`config.mk`:
```
export PLATFORM = sky130hd
export DESIGN_NAME = mem_wdata_seq
export DESIGN_NICKNAME = d
export VERILOG_FILES = /design/src/rtl/mips_mem_pkg.sv /design/src/rtl/wdata_merge.sv /design/src/rtl/mem_wdata_seq.sv
export SDC_FILE = /design/constraint.sdc
export NUM_CORES = 1
export LEC_CHECK = 0
export CAP_MARGIN = 30
export CORE_AREA = 2 2 100 102
export CTS_CLUSTER_SIZE = 40
export DETAILED_ROUTE_END_ITERATION = 8
export DIE_AREA = 0 0 102 104
export PLACE_DENSITY = 0.78
export SLEW_MARGIN = 40
export SYNTH_ARGS = -nofsm -noshare
export SYNTH_HDL_FRONTEND = slang
export SYNTH_SLANG_ARGS = --single-unit
```
`constraint.sdc`:
```
create_clock -name clk -period 2.6 [get_ports clk]
set_input_delay 0.26 -clock clk [delete_from_list [all_inputs] [get_ports clk]]
set_output_delay 0.26 -clock clk [all_outputs]
set_load 0.01 [all_outputs]
```
`src/rtl/mips_mem_pkg.sv`:
```
// Shared encodings for the MIPS data-memory path: store size codes and the
// store-data sequencer state enum.
package mips_mem_pkg;

    localparam logic [1:0] SZ_WORD = 2'b00;
    localparam logic [1:0] SZ_HALF = 2'b01;
    localparam logic [1:0] SZ_BYTE = 2'b10;

    typedef enum logic [2:0] {
        ST_IDLE  = 3'd0,
        ST_READ  = 3'd1,
        ST_WAIT  = 3'd2,
        ST_WRITE = 3'd3,
        ST_DONE  = 3'd4
    } wdata_state_t;

    // Reserved size code 2'b11 behaves as a word store.
    function automatic logic is_subword(input logic [1:0] size);
        return (size == SZ_HALF) || (size == SZ_BYTE);
    endfunction

endpackage

```
`src/rtl/wdata_merge.sv`:
```
// Combinational lane merge: inserts a byte or halfword of the store source
// into a previously read memory word; word stores pass the source through.
module wdata_merge
    import mips_mem_pkg::*;
(
    input  logic [31:0] i_src,
    input  logic [31:0] i_rdata,
    input  logic [1:0]  i_size,
    input  logic [1:0]  i_addr_lo,
    output logic [31:0] o_merged
);

    logic [7:0] w_lane [4];

    generate
        for (genvar gi = 0; gi < 4; gi++) begin : g_lane
            assign w_lane[gi] = (i_addr_lo == 2'(gi)) ? i_src[7:0] : i_rdata[8*gi +: 8];
        end
    endgenerate

    // Halfword placement looks only at addr_lo[1]; addr_lo[0] is don't-care here.
    always_comb begin
        o_merged = i_src;
        case (i_size)
            SZ_BYTE: o_merged = {w_lane[3], w_lane[2], w_lane[1], w_lane[0]};
            SZ_HALF: o_merged = i_addr_lo[1] ? {i_src[15:0], i_rdata[15:0]}
                                             : {i_rdata[31:16], i_src[15:0]};
            default: o_merged = i_src;
        endcase
    end

endmodule

```
`src/rtl/mem_wdata_seq.sv`:
```
// Store-data sequencer: source select, word stores, and read-modify-write for
// sub-word stores. Optional alignment trap under macro WDATA_ALIGN_CHK_EN.
module mem_wdata_seq
    import mips_mem_pkg::*;
#(
    parameter int NUM_SRC = 2,
    parameter int RD_LAT  = 1
)
(
    input  logic                       clk,
    input  logic                       rst_n,
    input  logic                       start,
    input  logic [NUM_SRC*32-1:0]      src_data,
    input  logic [$clog2(NUM_SRC)-1:0] src_sel,
    input  logic [1:0]                 size,
    input  logic [1:0]                 addr_lo,
    input  logic [31:0]                mem_rdata,
    output logic                       mem_re,
    output logic                       mem_we,
    output logic [31:0]                mem_wdata,
    output logic                       busy,
`ifdef WDATA_ALIGN_CHK_EN
    output logic                       align_err,
`endif
    output logic                       done
);

    localparam int SW = $clog2(NUM_SRC);
    localparam int CW = $clog2(RD_LAT + 1);
    localparam logic [CW-1:0] LAT_INIT = CW'(RD_LAT);
    localparam logic [CW-1:0] CNT_ONE  = CW'(1);

    wdata_state_t r_state;
    wdata_state_t w_state_next;

    logic [31:0]   r_src;
    logic [1:0]    r_size;
    logic [1:0]    r_addr_lo;
    logic [CW-1:0] r_cnt;
    logic [31:0]   w_sel_src;
    logic [31:0]   w_merged;
    logic          w_accept;
    logic          w_misaligned;

    logic          r_mem_re,    w_mem_re_next;
    logic          r_mem_we,    w_mem_we_next;
    logic [31:0]   r_mem_wdata, w_mem_wdata_next;
    logic          r_busy,      w_busy_next;
    logic          r_done,      w_done_next;

    // Out-of-range selects match no source and therefore yield zero.
    always_comb begin
        w_sel_src = 32'd0;
        for (int k = 0; k < NUM_SRC; k++) begin
            if (src_sel == k[SW-1:0]) begin
                w_sel_src = src_data[32*k +: 32];
            end
        end
    end

    assign w_accept = (r_state == ST_IDLE) && start;

`ifdef WDATA_ALIGN_CHK_EN
    assign w_misaligned = ((size == SZ_HALF) && addr_lo[0]) ||
                          (!is_subword(size) && (addr_lo != 2'b00));
`else
    assign w_misaligned = 1'b0;
`endif

    wdata_merge u_merge (
        .i_src     (r_src),
        .i_rdata   (mem_rdata),
        .i_size    (r_size),
        .i_addr_lo (r_addr_lo),
        .o_merged  (w_merged)
    );

    always_ff @(posedge clk or negedge rst_n) begin
        if (!rst_n) begin
            r_state <= ST_IDLE;
        end else begin
            r_state <= w_state_next;
        end
    end

    always_comb begin
        w_state_next = r_state;
        case (r_state)
            ST_IDLE: begin
                if (start) begin
                    if (w_misaligned)           w_state_next = ST_DONE;
                    else if (is_subword(size))  w_state_next = ST_READ;
                    else                        w_state_next = ST_WRITE;
                end
            end
            ST_READ:  w_state_next = ST_WAIT;
            ST_WAIT:  if (r_cnt == CNT_ONE) w_state_next = ST_WRITE;
            ST_WRITE: w_state_next = ST_DONE;
            ST_DONE:  w_state_next = ST_IDLE;
            default:  w_state_next = ST_IDLE;
        endcase
    end

    // Merged data is captured on the last WAIT edge, straight from mem_rdata.
    always_comb begin
        w_mem_re_next    = (w_state_next == ST_READ);
        w_mem_we_next    = (w_state_next == ST_WRITE);
        w_busy_next      = (w_state_next != ST_IDLE);
        w_done_next      = (w_state_next == ST_DONE);
        w_mem_wdata_next = r_mem_wdata;
        if (w_accept && (w_state_next == ST_WRITE)) begin
            w_mem_wdata_next = w_sel_src;
        end else if ((r_state == ST_WAIT) && (w_state_next == ST_WRITE)) begin
            w_mem_wdata_next = w_merged;
        end
    end

    always_ff @(posedge clk or negedge rst_n) begin
        if (!rst_n) begin
            r_mem_re    <= 1'b0;
            r_mem_we    <= 1'b0;
            r_mem_wdata <= 32'd0;
            r_busy      <= 1'b0;
            r_done      <= 1'b0;
        end else begin
            r_mem_re    <= w_mem_re_next;
            r_mem_we    <= w_mem_we_next;
            r_mem_wdata <= w_mem_wdata_next;
            r_busy      <= w_busy_next;
            r_done      <= w_done_next;
        end
    end

    always_ff @(posedge clk or negedge rst_n) begin
        if (!rst_n) begin
            r_cnt <= '0;
        end else if (r_state == ST_READ) begin
            r_cnt <= LAT_INIT;
        end else if ((r_state == ST_WAIT) && (r_cnt != '0)) begin
            r_cnt <= r_cnt - CNT_ONE;
        end
    end

    always_ff @(posedge clk or negedge rst_n) begin
        if (!rst_n) begin
            r_src     <= 32'd0;
            r_size    <= SZ_WORD;
            r_addr_lo <= 2'b00;
        end else if (w_accept) begin
            r_src     <= w_sel_src;
            r_size    <= size;
            r_addr_lo <= addr_lo;
        end
    end

`ifdef WDATA_ALIGN_CHK_EN
    logic r_align_err;

    always_ff @(posedge clk or negedge rst_n) begin
        if (!rst_n) begin
            r_align_err <= 1'b0;
        end else begin
            r_align_err <= w_accept && w_misaligned;
        end
    end

    assign align_err = r_align_err;
`endif

    assign mem_re    = r_mem_re;
    assign mem_we    = r_mem_we;
    assign mem_wdata = r_mem_wdata;
    assign busy      = r_busy;
    assign done      = r_done;

endmodule

```
==> metrics.md <==
| Metric | Value |
|---|---|
| Run status | finished clean |
| Type of origin of the critical path | register |
| DR WL/cell | between 15 and 20 um |
| Mapped cell area | around 4200 um2 |
| Met3 GRT Util | 0.0491 |
| Area Growth Syn to Fin | 41.8% |
| Slew Limit Headroom | 0.528 |
| Mapped Nets | roughly 540 |
| LEAKAGE | 2.45 nW |
| Clock root buffer | clkbuf_8 |
| Post-layout instance area | about 6000 um2 |
| CTS tree | built |
| Largest net degree at the start of global routing | between 70 and 80 |
| RSZ-0062 raised after global routing | no |
| Die H | around 100 um |
| Worst Clk Skew | about 0.0074 ns |
| Final cell count without fillers | ~700 |
| Die width | around 100 um |
| First-pass GRT wire length | about 20000 um |
| Initial antenna violation count | 0 |
| Sink Count | 76 |
| Core Footprint | around 9500 um2 |
| Flops & latches, synth | 76 |
| Crit-path max FO | 17 |
| H-Tree Depth | 3 |
| IO Pins | 140 |
| Final setup margin | 0.431 ns |
| Syn Inst Count | 436 |
| # rows | 36 |
| Post-synthesis mux area share | 0.164 |
| Met1 Use GR | 0.326 |
| Largest family of logic cells by synthesized area | compound AO/OA/AOI/OAI gates |
| Kind of critical path | reg -> reg |
| Post-route clock period utilization | 0.834 |
| Hold Slack | between 0.4 and 0.5 ns |
| Initial cell density of the core | 0.444 |
| TNS Setup | 0 ns |
| Post-detail-place hpwl | a little over 9000 um |
| Finished Core Util | 0.630 |
| Synth Area in XOR/XNOR | 0.00206 |
| Fraction of the mapped netlist area in simple logic gates | 0.115 |
| Residual DRC | 0 |
| DR pass1 iterations | 7 |
| 1st-iter DRT viols | between 200 and 250 |
| Dpl ws | around 0.34 ns |
| Area after DPL | 5740 um2 |
| Post-placement cell count | roughly 700 |
| Final slew viol count | 0 |
| Compound-Gate Fraction of Synth Area | 0.219 |
| Worst slew pin tran | 0.709 ns |
| Vias in the first global route | slightly above 4000 |
| Reported max-cap violation count | 0 |
| Min Tclk post-route | 2.17 ns |
| Antenna Cells | 0 |
| TritonCTS Buffers | 9 |
| CP required | ~2.8 ns |
| Critical Path AT | roughly 2.4 ns |
| Seq/Total Area, Yosys | 0.448 |
| Setup Viol. Count Final | 0 |
| Routability cong. | around 0.9 |
| Via count | between 4000 and 5000 |
| Pwr dens | roughly 1100 nW/um2 |
| Clock slew seen by the registers of the worst setup and hold paths | around 0.08 ns |
| CTS resizes | 0 |
| Clock latency at the later pin of the worst-skew pair | about 0.35 ns |
| Antenna viol nets, final | 0 |
| Min-Delay Path Class | in -> reg |
| Post-CTS Setup Bufs | 0 |
| Drt via density | 5.76 |
| Synth unique cells | 35 |
| Grt ovf | 0 |
| Nets | 670 |
| Syn avg cell area | slightly below 10 um2 |
| GRT Overall Usage | 0.244 |
| Clock Tree Buf Depth | 2 |
| Port Buffer Count | roughly 140 |
| Max frequency | 461 MHz |
| Gr busiest metal | met2 |
| Final hold vios | 0 |
| Critical Path End Type | register |
| WL final | 13000 um |
| Worst IR Drop VDD | a little under 0.5 mV |
| Die area | roughly 11000 um2 |
| Share of layout cells above drive strength 1 | 0.0896 |
| Total power | 6.87 mW |
| Adder-Cell Fraction of Synth Area | 0.00590 |
| Ys Warns | 0 |
| Met2 GRT Util | 0.391 |
==> sequential cells by signal (all words and copies together), names as in the netlist <==
register,count
mem_wdata,32
r_src,32
r_state,3
r_addr_lo,2
r_size,2
busy,1
done,1
mem_re,1
mem_we,1
r_cnt,1
==> what timing repair did <==
item	CTS	global route
hold endpoints to repair	76	0
hold buffers	1	0
setup endpoints to repair	0	0
==> area by class of cell <==
class                           instances  area [um2]
Clock buffer                           12         145
Clock inverter                          4         120
Fill cell                             790        3530
Inverter                                6        22.5
Multi-Input combinational cell        319        2150
Sequential cell                        76        1900
Tap cell                              133         166
Timing Repair Buffer                  152        1510
==> synthesized netlist by cell type (all sizes together) <==
| cell | instances | share of area |
|---|---|---|
| ha | 2 | 0.0059 |
| nor2 | 36 | 0.032 |
| a221o | 5 | 0.012 |
| or3 | 1 | 0.0015 |
| nor2b | 1 | 0.0015 |
| nor3 | 11 | 0.013 |
| a21oi | 59 | 0.070 |
| inv | 6 | 0.0053 |
| nand2 | 16 | 0.014 |
| dfrtp | 76 | 0.45 |
| a2111oi | 3 | 0.0062 |
| nand4bb | 1 | 0.0027 |
| nand3 | 13 | 0.015 |
| o21a | 1 | 0.0018 |
| mux2 | 21 | 0.056 |
| mux2i | 46 | 0.11 |
| a22oi | 5 | 0.0089 |
| clkbuf | 14 | 0.012 |
| xnor2 | 1 | 0.0021 |
| and2 | 1 | 0.0015 |
| a221oi | 12 | 0.025 |
| buf | 21 | 0.028 |
| o21ai | 40 | 0.047 |
| a222oi | 5 | 0.012 |
| nand2b | 15 | 0.022 |
| nor4b | 1 | 0.0056 |
| and4bb | 1 | 0.0029 |
| a211oi | 2 | 0.0035 |
| o221ai | 5 | 0.010 |
| o211ai | 13 | 0.023 |
| and3 | 2 | 0.0029 |
==> cells in the final DEF (no fill, tap or decap), types with 2 or more instances in the layout <==
cell type,count
a222oi_1,5
o221ai_1,5
a221oi_1,12
clkdlybuf4s50_1,137
a22oi_1,5
nand2_1,16
inv_1,6
a2111oi_0,3
nor2_1,36
bufinv_16,4
buf_4,10
nand3_1,13
mux2_2,21
mux2i_1,46
o211ai_1,13
nand2b_1,15
ha_1,2
dfrtp_1,76
and3_1,2
o21ai_0,39
a221o_1,5
a21oi_1,59
buf_12,2
a211oi_1,2
clkbuf_8,10
nor3_1,11
clkbuf_1,2
==> layer usage <==
layer	vias up	wire, um	part of all wire
met1	1956	5490	0.42
met2	183	6290	0.48
met5	-	0	0
li1	1878	-	-
met3	26	930	0.072
met4	0	278	0.021
==> cell families (layout without fill, tap and decap cells) <==
logic type | after synthesis | in the layout
AOI/OAI and AO/OA | 150 | 150
xor gates and xnor gates | 1 | 1
adders and majority gates | 2 | 2
buffers and inverters | 41 | 174
DFF | 76 | 76
muxes | 67 | 67
and+or+nand+nor | 99 | 99
==> critical path, stage by stage, from the launching register on <==
cell,delay (ns)
dfrtp_1,0.80
nand2b_1,0.40
mux2_2,0.37
a221oi_1,0.32
a2111oi_0,0.13
==> power by group <==
part           internal [mW]  switching [mW]
combinational           1.61            1.76
sequential              1.76           0.547
clock                  0.762           0.431
==> final timing paths <==
kind	depth (start not counted)	to	start	slack, ns
worst min-delay path	3	mem_wdata[10]	mem_rdata[10]	0.49
worst min register to register	2	mem_wdata[9]	mem_wdata[9]	0.51
min in group asynchronous	2	r_state[1]	rst_n	0.50
worst max-delay path	4	mem_wdata[19]	r_addr_lo[1]	0.43
max in group asynchronous	2	r_size[1]	rst_n	1.60
worst max register to register	4	mem_wdata[19]	r_addr_lo[1]	0.43
No activity file was read; power rests on OpenSTA's default activity.
